`config.mk`:
```
export PLATFORM = sky130hd
export DESIGN_NAME = decode_stage_flat
export DESIGN_NICKNAME = d
export VERILOG_FILES = /design/src/rtl/decode_pkg.sv /design/src/rtl/decode_if.sv /design/src/rtl/decode_comb.sv /design/src/rtl/decode_stage.sv /design/src/flat_wrapper.sv
export SDC_FILE = /design/constraint.sdc
export NUM_CORES = 1
export LEC_CHECK = 0
export ABC_AREA = 1
export CORE_MARGIN = 1
export CORE_UTILIZATION = 35
export DETAILED_ROUTE_END_ITERATION = 10
export HOLD_SLACK_MARGIN = 0.02
export PLACE_DENSITY = 0.69
export SLEW_MARGIN = 15
export SYNTH_ARGS = -nofsm -noshare
export SYNTH_HDL_FRONTEND = slang
export SYNTH_HIERARCHICAL = 1
export SYNTH_SLANG_ARGS = --single-unit
export TNS_END_PERCENT = 50
```
`constraint.sdc`:
```
create_clock -name clk -period 2.8 [get_ports clk]
set_clock_uncertainty 0.15 [all_clocks]
set_input_delay 0.56 -clock clk [delete_from_list [all_inputs] [get_ports clk]]
set_output_delay 0.56 -clock clk [all_outputs]
set_load 0.05 [all_outputs]
```
`src/rtl/decode_pkg.sv`:
```
// Shared decode definitions: opcodes, ALU codes, write-back selects and the control bundle.
// Build option: RV32M_EN adds the multiply/divide fields to the bundle.
package decode_pkg;

  localparam logic [6:0] OpR      = 7'b0110011;
  localparam logic [6:0] OpImm    = 7'b0010011;
  localparam logic [6:0] OpLoad   = 7'b0000011;
  localparam logic [6:0] OpStore  = 7'b0100011;
  localparam logic [6:0] OpBranch = 7'b1100011;
  localparam logic [6:0] OpJal    = 7'b1101111;
  localparam logic [6:0] OpJalr   = 7'b1100111;
  localparam logic [6:0] OpLui    = 7'b0110111;
  localparam logic [6:0] OpAuipc  = 7'b0010111;

  localparam logic [6:0] F7Base   = 7'b0000000;
  localparam logic [6:0] F7Alt    = 7'b0100000;
  localparam logic [6:0] F7Muldiv = 7'b0000001;

  localparam logic [3:0] AluAnd  = 4'b0000;
  localparam logic [3:0] AluOr   = 4'b0001;
  localparam logic [3:0] AluAdd  = 4'b0010;
  localparam logic [3:0] AluSll  = 4'b0011;
  localparam logic [3:0] AluSub  = 4'b0100;
  localparam logic [3:0] AluSrl  = 4'b0101;
  localparam logic [3:0] AluSltu = 4'b0110;
  localparam logic [3:0] AluXor  = 4'b0111;
  localparam logic [3:0] AluSlt  = 4'b1000;
  localparam logic [3:0] AluSra  = 4'b1001;
  localparam logic [3:0] AluNone = 4'b1111;

  localparam logic [1:0] WbAlu = 2'd0;
  localparam logic [1:0] WbMem = 2'd1;
  localparam logic [1:0] WbPc4 = 2'd2;
  localparam logic [1:0] WbImm = 2'd3;

  typedef struct packed {
    logic [4:0] rd;
    logic [4:0] rs1;
    logic [4:0] rs2;
    logic [3:0] alu;
    logic       regwrite;
    logic       imm_sel;
    logic       mem_read;
    logic       mem_write;
    logic [2:0] mem_size;
    logic       branch;
    logic [2:0] branch_type;
    logic       jump;
    logic       jalr;
    logic [1:0] wb_sel;
    logic       pc_src_a;
    logic       illegal;
`ifdef RV32M_EN
    logic       md_en;
    logic [2:0] md_op;
`endif
  } ctrl_t;

  // funct3 -> ALU op; alt selects SUB/SRA (instr bit 30)
  function automatic logic [3:0] alu_op(input logic [2:0] funct3, input logic alt);
    logic [3:0] op;
    case (funct3)
      3'b000:  op = alt ? AluSub : AluAdd;
      3'b001:  op = AluSll;
      3'b010:  op = AluSlt;
      3'b011:  op = AluSltu;
      3'b100:  op = AluXor;
      3'b101:  op = alt ? AluSra : AluSrl;
      3'b110:  op = AluOr;
      default: op = AluAnd;
    endcase
    return op;
  endfunction

  function automatic ctrl_t reset_ctrl();
    ctrl_t c;
    c     = '0;
    c.alu = AluNone;
    return c;
  endfunction

endpackage

```
`src/rtl/decode_if.sv`:
```
// Fetch-side and execute-side handshake/bundle signals of the decode stage.
// Build option: RV32M_EN adds md_en/md_op.
interface decode_if #(
  parameter int unsigned XLEN  = 32,
  parameter int unsigned CNT_W = 16
);
  logic             in_valid;
  logic             in_ready;
  logic [31:0]      in_instr;
  logic [XLEN-1:0]  in_pc;
  logic             flush;
  logic             out_valid;
  logic             out_ready;
  logic [XLEN-1:0]  out_pc;
  logic [4:0]       out_rd;
  logic [4:0]       out_rs1;
  logic [4:0]       out_rs2;
  logic [XLEN-1:0]  out_imm;
  logic [3:0]       alu_control;
  logic             regwrite;
  logic             imm_sel;
  logic             mem_read;
  logic             mem_write;
  logic [2:0]       mem_size;
  logic             branch;
  logic [2:0]       branch_type;
  logic             jump;
  logic             jalr;
  logic [1:0]       wb_sel;
  logic             pc_src_a;
  logic             illegal;
  logic [CNT_W-1:0] decoded_cnt;
  logic [CNT_W-1:0] illegal_cnt;
`ifdef RV32M_EN
  logic             md_en;
  logic [2:0]       md_op;
`endif

  // Drives instructions in and consumes the bundle
  modport master (
`ifdef RV32M_EN
    input  md_en, md_op,
`endif
    output in_valid, in_instr, in_pc, flush, out_ready,
    input  in_ready, out_valid, out_pc, out_rd, out_rs1, out_rs2, out_imm, alu_control,
    input  regwrite, imm_sel, mem_read, mem_write, mem_size, branch, branch_type, jump, jalr,
    input  wb_sel, pc_src_a, illegal, decoded_cnt, illegal_cnt
  );

  // The decode stage itself
  modport slave (
`ifdef RV32M_EN
    output md_en, md_op,
`endif
    input  in_valid, in_instr, in_pc, flush, out_ready,
    output in_ready, out_valid, out_pc, out_rd, out_rs1, out_rs2, out_imm, alu_control,
    output regwrite, imm_sel, mem_read, mem_write, mem_size, branch, branch_type, jump, jalr,
    output wb_sel, pc_src_a, illegal, decoded_cnt, illegal_cnt
  );
endinterface

```
`src/rtl/decode_comb.sv`:
```
// Purely combinational RV32I instruction -> control bundle and sign-extended immediate.
// Build option: RV32M_EN makes OP funct7=0000001 legal and fills md_en/md_op.
module decode_comb
  import decode_pkg::*;
#(
  parameter int unsigned XLEN = 32
) (
  input  logic [31:0]     instr,
  output ctrl_t           ctrl,
  output logic [XLEN-1:0] imm
);

  logic [6:0]  opcode;
  logic [6:0]  funct7;
  logic [2:0]  funct3;
  logic [31:0] imm_i, imm_s, imm_b, imm_u, imm_j;
  logic [31:0] imm_raw;
  logic        legal;

  assign opcode = instr[6:0];
  assign funct3 = instr[14:12];
  assign funct7 = instr[31:25];

  assign imm_i = {{20{instr[31]}}, instr[31:20]};
  assign imm_s = {{20{instr[31]}}, instr[31:25], instr[11:7]};
  assign imm_b = {{19{instr[31]}}, instr[31], instr[7], instr[30:25], instr[11:8], 1'b0};
  assign imm_u = {instr[31:12], 12'b0};
  assign imm_j = {{11{instr[31]}}, instr[31], instr[19:12], instr[20], instr[30:21], 1'b0};

  // Decode by opcode, then squash everything but the illegal flag if undecodable
  always_comb begin
    ctrl     = '0;
    ctrl.alu = AluNone;
    imm_raw  = '0;
    legal    = 1'b0;
    case (opcode)
      OpR: begin
        ctrl.regwrite = 1'b1;
        if (funct7 == F7Base) begin
          legal    = 1'b1;
          ctrl.alu = alu_op(funct3, 1'b0);
        end else if (funct7 == F7Alt && (funct3 == 3'b000 || funct3 == 3'b101)) begin
          legal    = 1'b1;
          ctrl.alu = alu_op(funct3, 1'b1);
        end
`ifdef RV32M_EN
        else if (funct7 == F7Muldiv) begin
          legal      = 1'b1;
          ctrl.md_en = 1'b1;
          ctrl.md_op = funct3;
        end
`endif
      end
      OpImm: begin
        // funct7 only matters for the shift-immediate forms
        legal = 1'b1;
        if (funct3 == 3'b001) legal = (funct7 == F7Base);
        if (funct3 == 3'b101) legal = (funct7 == F7Base) || (funct7 == F7Alt);
        ctrl.alu      = alu_op(funct3, (funct3 == 3'b101) && funct7[5]);
        ctrl.regwrite = 1'b1;
        ctrl.imm_sel  = 1'b1;
        imm_raw       = imm_i;
      end
      OpLoad: begin
        legal         = (funct3 != 3'b011) && (funct3 != 3'b110) && (funct3 != 3'b111);
        ctrl.alu      = AluAdd;
        ctrl.regwrite = 1'b1;
        ctrl.imm_sel  = 1'b1;
        ctrl.mem_read = 1'b1;
        ctrl.mem_size = funct3;
        ctrl.wb_sel   = WbMem;
        imm_raw       = imm_i;
      end
      OpStore: begin
        legal          = (funct3 <= 3'b010);
        ctrl.alu       = AluAdd;
        ctrl.imm_sel   = 1'b1;
        ctrl.mem_write = 1'b1;
        ctrl.mem_size  = funct3;
        imm_raw        = imm_s;
      end
      OpBranch: begin
        legal            = (funct3 != 3'b010) && (funct3 != 3'b011);
        ctrl.branch      = 1'b1;
        ctrl.branch_type = funct3;
        imm_raw          = imm_b;
      end
      OpJal: begin
        legal         = 1'b1;
        ctrl.jump     = 1'b1;
        ctrl.regwrite = 1'b1;
        ctrl.wb_sel   = WbPc4;
        imm_raw       = imm_j;
      end
      OpJalr: begin
        legal         = (funct3 == 3'b000);
        ctrl.alu      = AluAdd;
        ctrl.jump     = 1'b1;
        ctrl.jalr     = 1'b1;
        ctrl.regwrite = 1'b1;
        ctrl.imm_sel  = 1'b1;
        ctrl.wb_sel   = WbPc4;
        imm_raw       = imm_i;
      end
      OpLui: begin
        legal         = 1'b1;
        ctrl.regwrite = 1'b1;
        ctrl.wb_sel   = WbImm;
        imm_raw       = imm_u;
      end
      OpAuipc: begin
        legal         = 1'b1;
        ctrl.alu      = AluAdd;
        ctrl.regwrite = 1'b1;
        ctrl.imm_sel  = 1'b1;
        ctrl.pc_src_a = 1'b1;
        imm_raw       = imm_u;
      end
      default: legal = 1'b0;
    endcase

    if (!legal) begin
      ctrl         = '0;
      ctrl.alu     = AluNone;
      ctrl.illegal = 1'b1;
      imm_raw      = '0;
    end
    // Register indices are raw fields; rd is zeroed when nothing is written back
    ctrl.rs1 = instr[19:15];
    ctrl.rs2 = instr[24:20];
    ctrl.rd  = ctrl.regwrite ? instr[11:7] : 5'd0;
  end

  assign imm = XLEN'($signed(imm_raw));

endmodule

```
`src/rtl/decode_stage.sv`:
```
// Registered RV32I decode stage: one pipeline register with valid/ready, flush,
// illegal detection and saturating accept/illegal counters.
// Build option: RV32M_EN enables the multiply/divide decode and md_en/md_op outputs.
module decode_stage
  import decode_pkg::*;
#(
  parameter int unsigned XLEN  = 32,
  parameter int unsigned CNT_W = 16
) (
  input logic     clk,
  input logic     rst_n,
  decode_if.slave bus
);

  ctrl_t            dec_ctrl;
  logic [XLEN-1:0]  dec_imm;

  ctrl_t            ctrl_q;
  logic [XLEN-1:0]  pc_q;
  logic [XLEN-1:0]  imm_q;
  logic             valid_q;
  logic [CNT_W-1:0] dec_cnt_q;
  logic [CNT_W-1:0] ill_cnt_q;

  logic             ready;
  logic             accept;
  logic             count_en;

  decode_comb #(
    .XLEN(XLEN)
  ) u_decode_comb (
    .instr(bus.in_instr),
    .ctrl (dec_ctrl),
    .imm  (dec_imm)
  );

  assign ready    = !valid_q || bus.out_ready;
  assign accept   = bus.in_valid && ready;
  // An instruction arriving in a flush cycle is discarded and never counted
  assign count_en = accept && !bus.flush;

  // Pipeline register: flush wins, then load on accept, else drain on out_ready
  always_ff @(posedge clk) begin
    if (!rst_n) begin
      valid_q <= 1'b0;
      ctrl_q  <= reset_ctrl();
      pc_q    <= '0;
      imm_q   <= '0;
    end else if (bus.flush) begin
      valid_q <= 1'b0;
    end else if (accept) begin
      valid_q <= 1'b1;
      ctrl_q  <= dec_ctrl;
      pc_q    <= bus.in_pc;
      imm_q   <= dec_imm;
    end else if (bus.out_ready) begin
      valid_q <= 1'b0;
    end
  end

  // Saturating event counters
  always_ff @(posedge clk) begin
    if (!rst_n) begin
      dec_cnt_q <= '0;
      ill_cnt_q <= '0;
    end else if (count_en) begin
      if (dec_cnt_q != '1) dec_cnt_q <= dec_cnt_q + CNT_W'(1);
      if (dec_ctrl.illegal && ill_cnt_q != '1) ill_cnt_q <= ill_cnt_q + CNT_W'(1);
    end
  end

  assign bus.in_ready    = ready;
  assign bus.out_valid   = valid_q;
  assign bus.out_pc      = pc_q;
  assign bus.out_imm     = imm_q;
  assign bus.out_rd      = ctrl_q.rd;
  assign bus.out_rs1     = ctrl_q.rs1;
  assign bus.out_rs2     = ctrl_q.rs2;
  assign bus.alu_control = ctrl_q.alu;
  assign bus.regwrite    = ctrl_q.regwrite;
  assign bus.imm_sel     = ctrl_q.imm_sel;
  assign bus.mem_read    = ctrl_q.mem_read;
  assign bus.mem_write   = ctrl_q.mem_write;
  assign bus.mem_size    = ctrl_q.mem_size;
  assign bus.branch      = ctrl_q.branch;
  assign bus.branch_type = ctrl_q.branch_type;
  assign bus.jump        = ctrl_q.jump;
  assign bus.jalr        = ctrl_q.jalr;
  assign bus.wb_sel      = ctrl_q.wb_sel;
  assign bus.pc_src_a    = ctrl_q.pc_src_a;
  assign bus.illegal     = ctrl_q.illegal;
  assign bus.decoded_cnt = dec_cnt_q;
  assign bus.illegal_cnt = ill_cnt_q;
`ifdef RV32M_EN
  assign bus.md_en       = ctrl_q.md_en;
  assign bus.md_op       = ctrl_q.md_op;
`endif

endmodule
```
`src/flat_wrapper.sv`:
```
// flat-port wrapper written by rule: the top's interface ports become plain ports
module decode_stage_flat import decode_pkg::*;
#(
  parameter int unsigned XLEN  = 32,
  parameter int unsigned CNT_W = 16
)
  (clk, rst_n, bus_in_valid, bus_in_instr, bus_in_pc, bus_flush, bus_out_ready, bus_in_ready, bus_out_valid, bus_out_pc, bus_out_rd, bus_out_rs1, bus_out_rs2, bus_out_imm, bus_alu_control, bus_regwrite, bus_imm_sel, bus_mem_read, bus_mem_write, bus_mem_size, bus_branch, bus_branch_type, bus_jump, bus_jalr, bus_wb_sel, bus_pc_src_a, bus_illegal, bus_decoded_cnt, bus_illegal_cnt);
  decode_if #(.XLEN(XLEN), .CNT_W(CNT_W)) bus_i ();
  input logic clk;
  input logic rst_n;
  input wire logic [$bits(bus_i.in_valid)-1:0] bus_in_valid;
  input wire logic [$bits(bus_i.in_instr)-1:0] bus_in_instr;
  input wire logic [$bits(bus_i.in_pc)-1:0] bus_in_pc;
  input wire logic [$bits(bus_i.flush)-1:0] bus_flush;
  input wire logic [$bits(bus_i.out_ready)-1:0] bus_out_ready;
  output wire logic [$bits(bus_i.in_ready)-1:0] bus_in_ready;
  output wire logic [$bits(bus_i.out_valid)-1:0] bus_out_valid;
  output wire logic [$bits(bus_i.out_pc)-1:0] bus_out_pc;
  output wire logic [$bits(bus_i.out_rd)-1:0] bus_out_rd;
  output wire logic [$bits(bus_i.out_rs1)-1:0] bus_out_rs1;
  output wire logic [$bits(bus_i.out_rs2)-1:0] bus_out_rs2;
  output wire logic [$bits(bus_i.out_imm)-1:0] bus_out_imm;
  output wire logic [$bits(bus_i.alu_control)-1:0] bus_alu_control;
  output wire logic [$bits(bus_i.regwrite)-1:0] bus_regwrite;
  output wire logic [$bits(bus_i.imm_sel)-1:0] bus_imm_sel;
  output wire logic [$bits(bus_i.mem_read)-1:0] bus_mem_read;
  output wire logic [$bits(bus_i.mem_write)-1:0] bus_mem_write;
  output wire logic [$bits(bus_i.mem_size)-1:0] bus_mem_size;
  output wire logic [$bits(bus_i.branch)-1:0] bus_branch;
  output wire logic [$bits(bus_i.branch_type)-1:0] bus_branch_type;
  output wire logic [$bits(bus_i.jump)-1:0] bus_jump;
  output wire logic [$bits(bus_i.jalr)-1:0] bus_jalr;
  output wire logic [$bits(bus_i.wb_sel)-1:0] bus_wb_sel;
  output wire logic [$bits(bus_i.pc_src_a)-1:0] bus_pc_src_a;
  output wire logic [$bits(bus_i.illegal)-1:0] bus_illegal;
  output wire logic [$bits(bus_i.decoded_cnt)-1:0] bus_decoded_cnt;
  output wire logic [$bits(bus_i.illegal_cnt)-1:0] bus_illegal_cnt;
  assign bus_i.in_valid = bus_in_valid;
  assign bus_i.in_instr = bus_in_instr;
  assign bus_i.in_pc = bus_in_pc;
  assign bus_i.flush = bus_flush;
  assign bus_i.out_ready = bus_out_ready;
  assign bus_in_ready = bus_i.in_ready;
  assign bus_out_valid = bus_i.out_valid;
  assign bus_out_pc = bus_i.out_pc;
  assign bus_out_rd = bus_i.out_rd;
  assign bus_out_rs1 = bus_i.out_rs1;
  assign bus_out_rs2 = bus_i.out_rs2;
  assign bus_out_imm = bus_i.out_imm;
  assign bus_alu_control = bus_i.alu_control;
  assign bus_regwrite = bus_i.regwrite;
  assign bus_imm_sel = bus_i.imm_sel;
  assign bus_mem_read = bus_i.mem_read;
  assign bus_mem_write = bus_i.mem_write;
  assign bus_mem_size = bus_i.mem_size;
  assign bus_branch = bus_i.branch;
  assign bus_branch_type = bus_i.branch_type;
  assign bus_jump = bus_i.jump;
  assign bus_jalr = bus_i.jalr;
  assign bus_wb_sel = bus_i.wb_sel;
  assign bus_pc_src_a = bus_i.pc_src_a;
  assign bus_illegal = bus_i.illegal;
  assign bus_decoded_cnt = bus_i.decoded_cnt;
  assign bus_illegal_cnt = bus_i.illegal_cnt;
  decode_stage #(.XLEN(XLEN), .CNT_W(CNT_W)) u_core (.clk(clk), .rst_n(rst_n), .bus(bus_i));
endmodule
```
==> out/results.tsv, run 1 <==
metric	value	unit
status	completed	
largest stage delay on the critical path	860	ps
measured slew at the worst slew-check pin	631	ps
commonest non-fill, non-tap cell in the layout	sky130_fd_sc_hd__nor2_1	
Longest Clk Path Bufs	2	
TritonCTS clock tree	yes	
pin count of the biggest net entering global routing	69	
area of the mapped netlist	0.00674	mm2
via density per instance	4.76	
cell types with the largest area share after synthesis	sky130_fd_sc_hd__dfxtp_1 40%, sky130_fd_sc_hd__nor2_1 18%, sky130_fd_sc_hd__nand2_1 9.6%	
Hold/Removal Path Class	flop to flop	
Resized Gates After CTS	0	
Max transition margin	57.8	%
cell-by-cell listing of the critical path	clkdlybuf4s50_1	
core area	0.0188	mm2
count of buffering cells on the critical path with inverters included	1	
VDD IR-drop max	0.424	mV
mean post-synth cell area	6.49	um2
aggregate negative setup slack	0	ps
Static Leakage	4.20	nW
DRC violation count after routing	0	
routed wirelength normalized by instance count	13.6	um
library cell with the largest summed area after synthesis	sky130_fd_sc_hd__dfxtp_1	
cell type group with the largest total delay on the critical path	buffers and inverters	
number of max-capacitance violations reported	0	
Critical Path Fanout Max	7	
CP required	2090	ps
post-synth net total	1110	
share of cells above drive strength 1	10.5	%
area share of the largest cell type after synthesis	39.5	%
number of buffers inserted by post-CTS setup repair	0	
# hold bufs at CTS	0	
DR pass1 iterations	5	
final weighted congestion of routability-driven global placement	0.919	
effective utilization at floorplan	35.9	%
routed wire length	20.3	mm
Setup CP Type	flop to output pin	
Final #Nets	1325	
total power after layout	5.11	mW
worst slack on hold paths	306	ps
hold violation count in the final report	0	
clock latency reported for the late side of the worst-skew pair	410	ps
Root Buffer Master	sky130_fd_sc_hd__clkbuf_16	
Crit. End Element	output pin	
main flop type after synthesis	sky130_fd_sc_hd__dfxtp_1	
area of the die	0.0198	mm2
DIE HEIGHT	141	um
routed via count	7119	
horizontal die dimension	141	um
CTS Buf Count	17	
number of filler instances in the final layout	1852	
Slowest-stage cell, CP	sky130_fd_sc_hd__clkdlybuf4s50_1	
DRT iter0 DRCs	263	
number of flops mapped to enable cells by yosys	0	
final critical-path required period	2450	ps
clock input transition at the sequential cells of the worst setup and hold paths	50	ps
count of inserted antenna diode cells	0	
crit path DAT	1740	ps
count of state elements after synthesis	133	
Max Transition Viols Final	0	
Async S/R FF share, synth	0	%
via count of the first global-routing pass	6644	
number of synthesis warnings	6	
sequential area share after synthesis	39.5	%
placement row count	50	
crit share post-route	87.7	%
count of pins on the block boundary	203	
power per standard cell area	524	mW/mm2
number of distinct standard cells referenced by the synthesized netlist	35	
number of cells produced by synthesis	1039	
H-Tree Depth	4	
Area growth, synth to finish	44.5	%
# placed instances	1469	
number of nets with antenna violations after routing	0	
port buffer count	202	
# clock sinks	133	
number of antenna violations at the first check in global routing	0	
number of cells in the finished layout apart from fillers	1496	
DP Wirelength	14.6	mm
type of origin of the critical path	flop	
sum of overflow across all layers after global routing	0	
top achievable clock speed	407	MHz
first-pass GRT wire length	33.1	mm
most frequent cells in the layout	317 x sky130_fd_sc_hd__nor2_1, 200 x sky130_fd_sc_hd__clkdlybuf4s50_1, 171 x sky130_fd_sc_hd__nand2_1	
gr usage total	20.8	%
RSZ-0062 raised after global routing	no	
final setup violation count	0	
## where the power goes
| group | leakage (nW) | total [mW] | switching [mW] | internal [mW] |
|---|---|---|---|---|
| combinational | 2.85 | 1.00 | 0.644 | 0.355 |
| clock | 0.265 | 2.06 | 0.777 | 1.28 |
| sequential | 1.09 | 2.04 | 0.0517 | 1.99 |
## kinds of logic after synthesis
kind of cell | synth area share [%]
compound gates | 12.0
xor+xnor | 0.650
fa+ha+maj | 0.371
buf+inv | 9.45
flops | 39.5
simple gates | 38.1
## path summary, 6_finish.rpt
path                        startpoint                    endpoint  slack (ps)  depth (start not counted)
max          u_core/bus.illegal_cnt[0]          bus_illegal_cnt[0]         350                          1
min          u_core/bus.alu_control[0]   u_core/bus.alu_control[0]         310                          2
max reg2reg  u_core/bus.illegal_cnt[0]  u_core/bus.illegal_cnt[15]         810                          9
min reg2reg  u_core/bus.alu_control[0]   u_core/bus.alu_control[0]         310                          2
## state kept, by name, indices dropped and copies added, names as in the netlist, 2 cells and up
name,flops
u_core/bus.out_imm,32
u_core/bus.branch_type,3
u_core/bus.out_rd,5
u_core/bus.decoded_cnt,16
u_core/bus.out_pc,32
u_core/bus.out_rs2,5
u_core/bus.mem_size,3
u_core/bus.out_rs1,5
u_core/bus.illegal_cnt,16
u_core/bus.wb_sel,2
u_core/bus.alu_control,4
## worst register-to-register path, delay by kind of cell (launching register included)
kind	cells	cell delay, ps
AOI/OAI and AO/OA	1	130
DFF	1	480
buffers and inverters	2	230
and+or+nand+nor	5	580
adders and majority gates	1	320
## through the flow
step	setup slack, ps	utilization (%)	instance area (um2)
final	345	51.9	9740
after CTS	319	51.9	9740
after detailed placement	5.45	49.0	9200
after global placement	31.3	49.0	9200
after floorplan	467	-	6740
after global routing	223	51.9	9740
## final cells by class
type                    count  area, um2  area share, %
inverters                  83        313           3.21
flip-flops and latches    133       2660           27.3
well taps                 234        293           3.01
repair buffers            253       2490           25.5
multi-input cells         766       3450           35.4
clock buffers              22        484           4.97
clock inverters             5       52.6          0.539
## synthesized netlist by cell type, types with 9 or more instances
cell type	instances
sky130_fd_sc_hd__a21oi_1	41
sky130_fd_sc_hd__buf_2	15
sky130_fd_sc_hd__buf_4	10
sky130_fd_sc_hd__clkbuf_1	25
sky130_fd_sc_hd__dfxtp_1	133
sky130_fd_sc_hd__inv_1	72
sky130_fd_sc_hd__inv_2	9
sky130_fd_sc_hd__nand2_1	172
sky130_fd_sc_hd__nand2_2	9
sky130_fd_sc_hd__nand3_1	57
sky130_fd_sc_hd__nor2_1	317
sky130_fd_sc_hd__nor2_2	14
sky130_fd_sc_hd__nor2_4	13
sky130_fd_sc_hd__o21ai_0	109
## metal layers
metal / GRT usage [%] / vias up / share of wire [%]
met5: 0 / - / 0
met4: 6.69 / 0 / 1.6
met3: 4.35 / 21 / 4.8
met2: 35.3 / 174 / 48
met1: 26.3 / 3230 / 46
li1: - / 3694 / -
Power figures use the tool's default switching activity.
==> run 2: changes to the inputs <==
- DONT_BUFFER_PORTS: not set -> 1
- GPL_TIMING_DRIVEN: not set -> 0
- PLACE_DENSITY: 0.69 -> 0.56
==> run 2 against run 1 <==
Register-to-register slack got worse by 630 ps. Hold slack got worse by 250 ps. Cell count decreased by 13%. Cell area decreased by 21%. Wire length decreased by 0.89%. Combinational power decreased by 66%. Non-clock buffer count decreased by 196. Setup slack got worse by 170 ps. Critical endpoint is now u_core/bus.out_pc[12]. Largest cell class unchanged.
==> out/results.tsv, run 2 (synthesized netlist as in run 1, its figures left out) <==
metric	value	unit	change
DRT iter0 DRCs	325		was 263
Static Leakage	3.39	nW	was 4.20 nW
area of the die	0.0198	mm2	unchanged
H-Tree Depth	4		unchanged
number of nets with antenna violations after routing	0		unchanged
# hold bufs at CTS	0		unchanged
VDD IR-drop max	0.375	mV	was 0.424 mV
core area	0.0188	mm2	unchanged
final weighted congestion of routability-driven global placement	0.869		was 0.919
via count of the first global-routing pass	5942		was 6644
effective utilization at floorplan	35.9	%	unchanged
most frequent cells in the layout	317 x sky130_fd_sc_hd__nor2_1, 172 x sky130_fd_sc_hd__nand2_1, 133 x sky130_fd_sc_hd__dfxtp_1		was 317 x sky130_fd_sc_hd__nor2_1, 200 x sky130_fd_sc_hd__clkdlybuf4s50_1, 171 x sky130_fd_sc_hd__nand2_1
measured slew at the worst slew-check pin	704	ps	was 631 ps
final critical-path required period	2620	ps	was 2450 ps
first element of the critical path	u_core/bus.out_valid		was u_core/bus.illegal_cnt[0]
routed wire length	20.2	mm	was 20.3 mm
total cell area at the placement stage	0.00703	mm2	was 0.00920 mm2
status	completed		unchanged
first-pass GRT wire length	31.4	mm	was 33.1 mm
clock latency reported for the late side of the worst-skew pair	420	ps	was 410 ps
number of max-capacitance violations reported	0		unchanged
clock input transition at the sequential cells of the worst setup and hold paths	60	ps	was 50 ps
number of antenna violations at the first check in global routing	0		unchanged
DIE HEIGHT	141	um	unchanged
count of inserted antenna diode cells	0		unchanged
crit share post-route	93.6	%	was 87.7%
Max transition margin	53.0	%	was 57.8%
final setup violation count	0		unchanged
RSZ-0062 raised after global routing	no		unchanged
crit path DAT	2820	ps	was 1740 ps
CTS Buf Count	17		unchanged
type of origin of the critical path	flop		unchanged
Area growth, synth to finish	13.6	%	was 44.5%
CP required	3000	ps	was 2090 ps
routed via count	6331		was 7119
r2r startpoint	u_core/bus.out_valid		was u_core/bus.illegal_cnt[0]
cell area after layout	0.00765	mm2	was 0.00974 mm2
DP Wirelength	15.1	mm	was 14.6 mm
count of pins on the block boundary	203		unchanged
worst slack on hold paths	54.7	ps	was 306 ps
source of the worst hold timing path	bus_flush		was u_core/bus.alu_control[0]
routed wirelength normalized by instance count	15.5	um	was 13.6 um
horizontal die dimension	141	um	unchanged
top achievable clock speed	382	MHz	was 407 MHz
DR pass1 iterations	5		unchanged
total power after layout	5.11	mW	about the same
final core utilization	40.8	%	was 51.9%
port buffer count	0		was 202
Max Transition Viols Final	0		unchanged
Final #Nets	1129		was 1325
Setup CP Type	flop to flop		was flop to output pin
TritonCTS clock tree	yes		unchanged
Root Buffer Master	sky130_fd_sc_hd__clkbuf_16		unchanged
commonest non-fill, non-tap cell in the layout	sky130_fd_sc_hd__nor2_1		unchanged
# clock sinks	133		unchanged
power per standard cell area	667	mW/mm2	was 524 mW/mm2
number of buffers inserted by post-CTS setup repair	0		unchanged
Hold/Removal Path Class	primary input to flop		was flop to flop
hold violation count in the final report	0		unchanged
pin count of the biggest net entering global routing	17		was 69
via density per instance	4.86		was 4.76
DRC violation count after routing	0		unchanged
Critical Path Fanout Max	10		was 7
aggregate negative setup slack	0	ps	unchanged
Resized Gates After CTS	0		unchanged
placement row count	50		unchanged
sum of overflow across all layers after global routing	0		unchanged
Longest Clk Path Bufs	2		unchanged
Crit. End Element	flop		was output pin
gr usage total	20.4	%	was 20.8%
share of cells above drive strength 1	10.7	%	was 10.5%
[run 2: changes by cell type in the layout (fill, tap and decap cells not counted), sizes merged]
cell           before  now
clkbuf             22   43
buf                53   32
clkinv              5    8
clkdlybuf4s50     200    0
bufinv              1    4
inv                81   82
clkinvlp            1    2
[run 2: through the flow]
stage	setup WS, ps	instances
after floorplan	467	1039
after global placement	39.4	1273
after detailed placement	9.26	1273
after CTS	106	1304
after global routing	20.3	1304
final	180	1304
[run 2: critical path, stage by stage (launching register included)]
cell and delay (ps):
sky130_fd_sc_hd__dfxtp_1 670, sky130_fd_sc_hd__nand2_1 510, sky130_fd_sc_hd__nand2_1 440, sky130_fd_sc_hd__buf_2 320, sky130_fd_sc_hd__buf_2 270, sky130_fd_sc_hd__nor2_1 70, sky130_fd_sc_hd__nor2_1 110
[run 2: layer usage]
metal	vias to the layer above	routed length, um	track usage, %
met3	13	1770	8.29
met5	-	0	0
met2	187	9540	34.4
met1	2830	8710	24.0
li1	3301	-	-
met4	0	139	5.49
[run 2: final timing paths]
check,to,slack [ps],cells past startpoint
worst min-delay path,u_core/bus.out_valid,50,1
worst max register to register,u_core/bus.out_pc[12],180,6
worst min register to register,u_core/bus.alu_control[3],580,2
worst max-delay path,u_core/bus.out_pc[12],180,6
[run 2: cell type report]
class                   count  area, um2
plain buffers              57        324
clock inverters            13        181
flip-flops and latches    133       2660
clock buffers              18        439
fillers                  2016      11100
well taps                 234        293
inverters                  83        313
multi-input cells         766       3440
[run 2: report_power, final]
| group | switching [mW] | total (mW) | internal [mW] |
|---|---|---|---|
| combinational | 0.229 | 0.340 | 0.110 |
| sequential | 0.408 | 2.40 | 1.99 |
| clock | 0.863 | 2.37 | 1.51 |
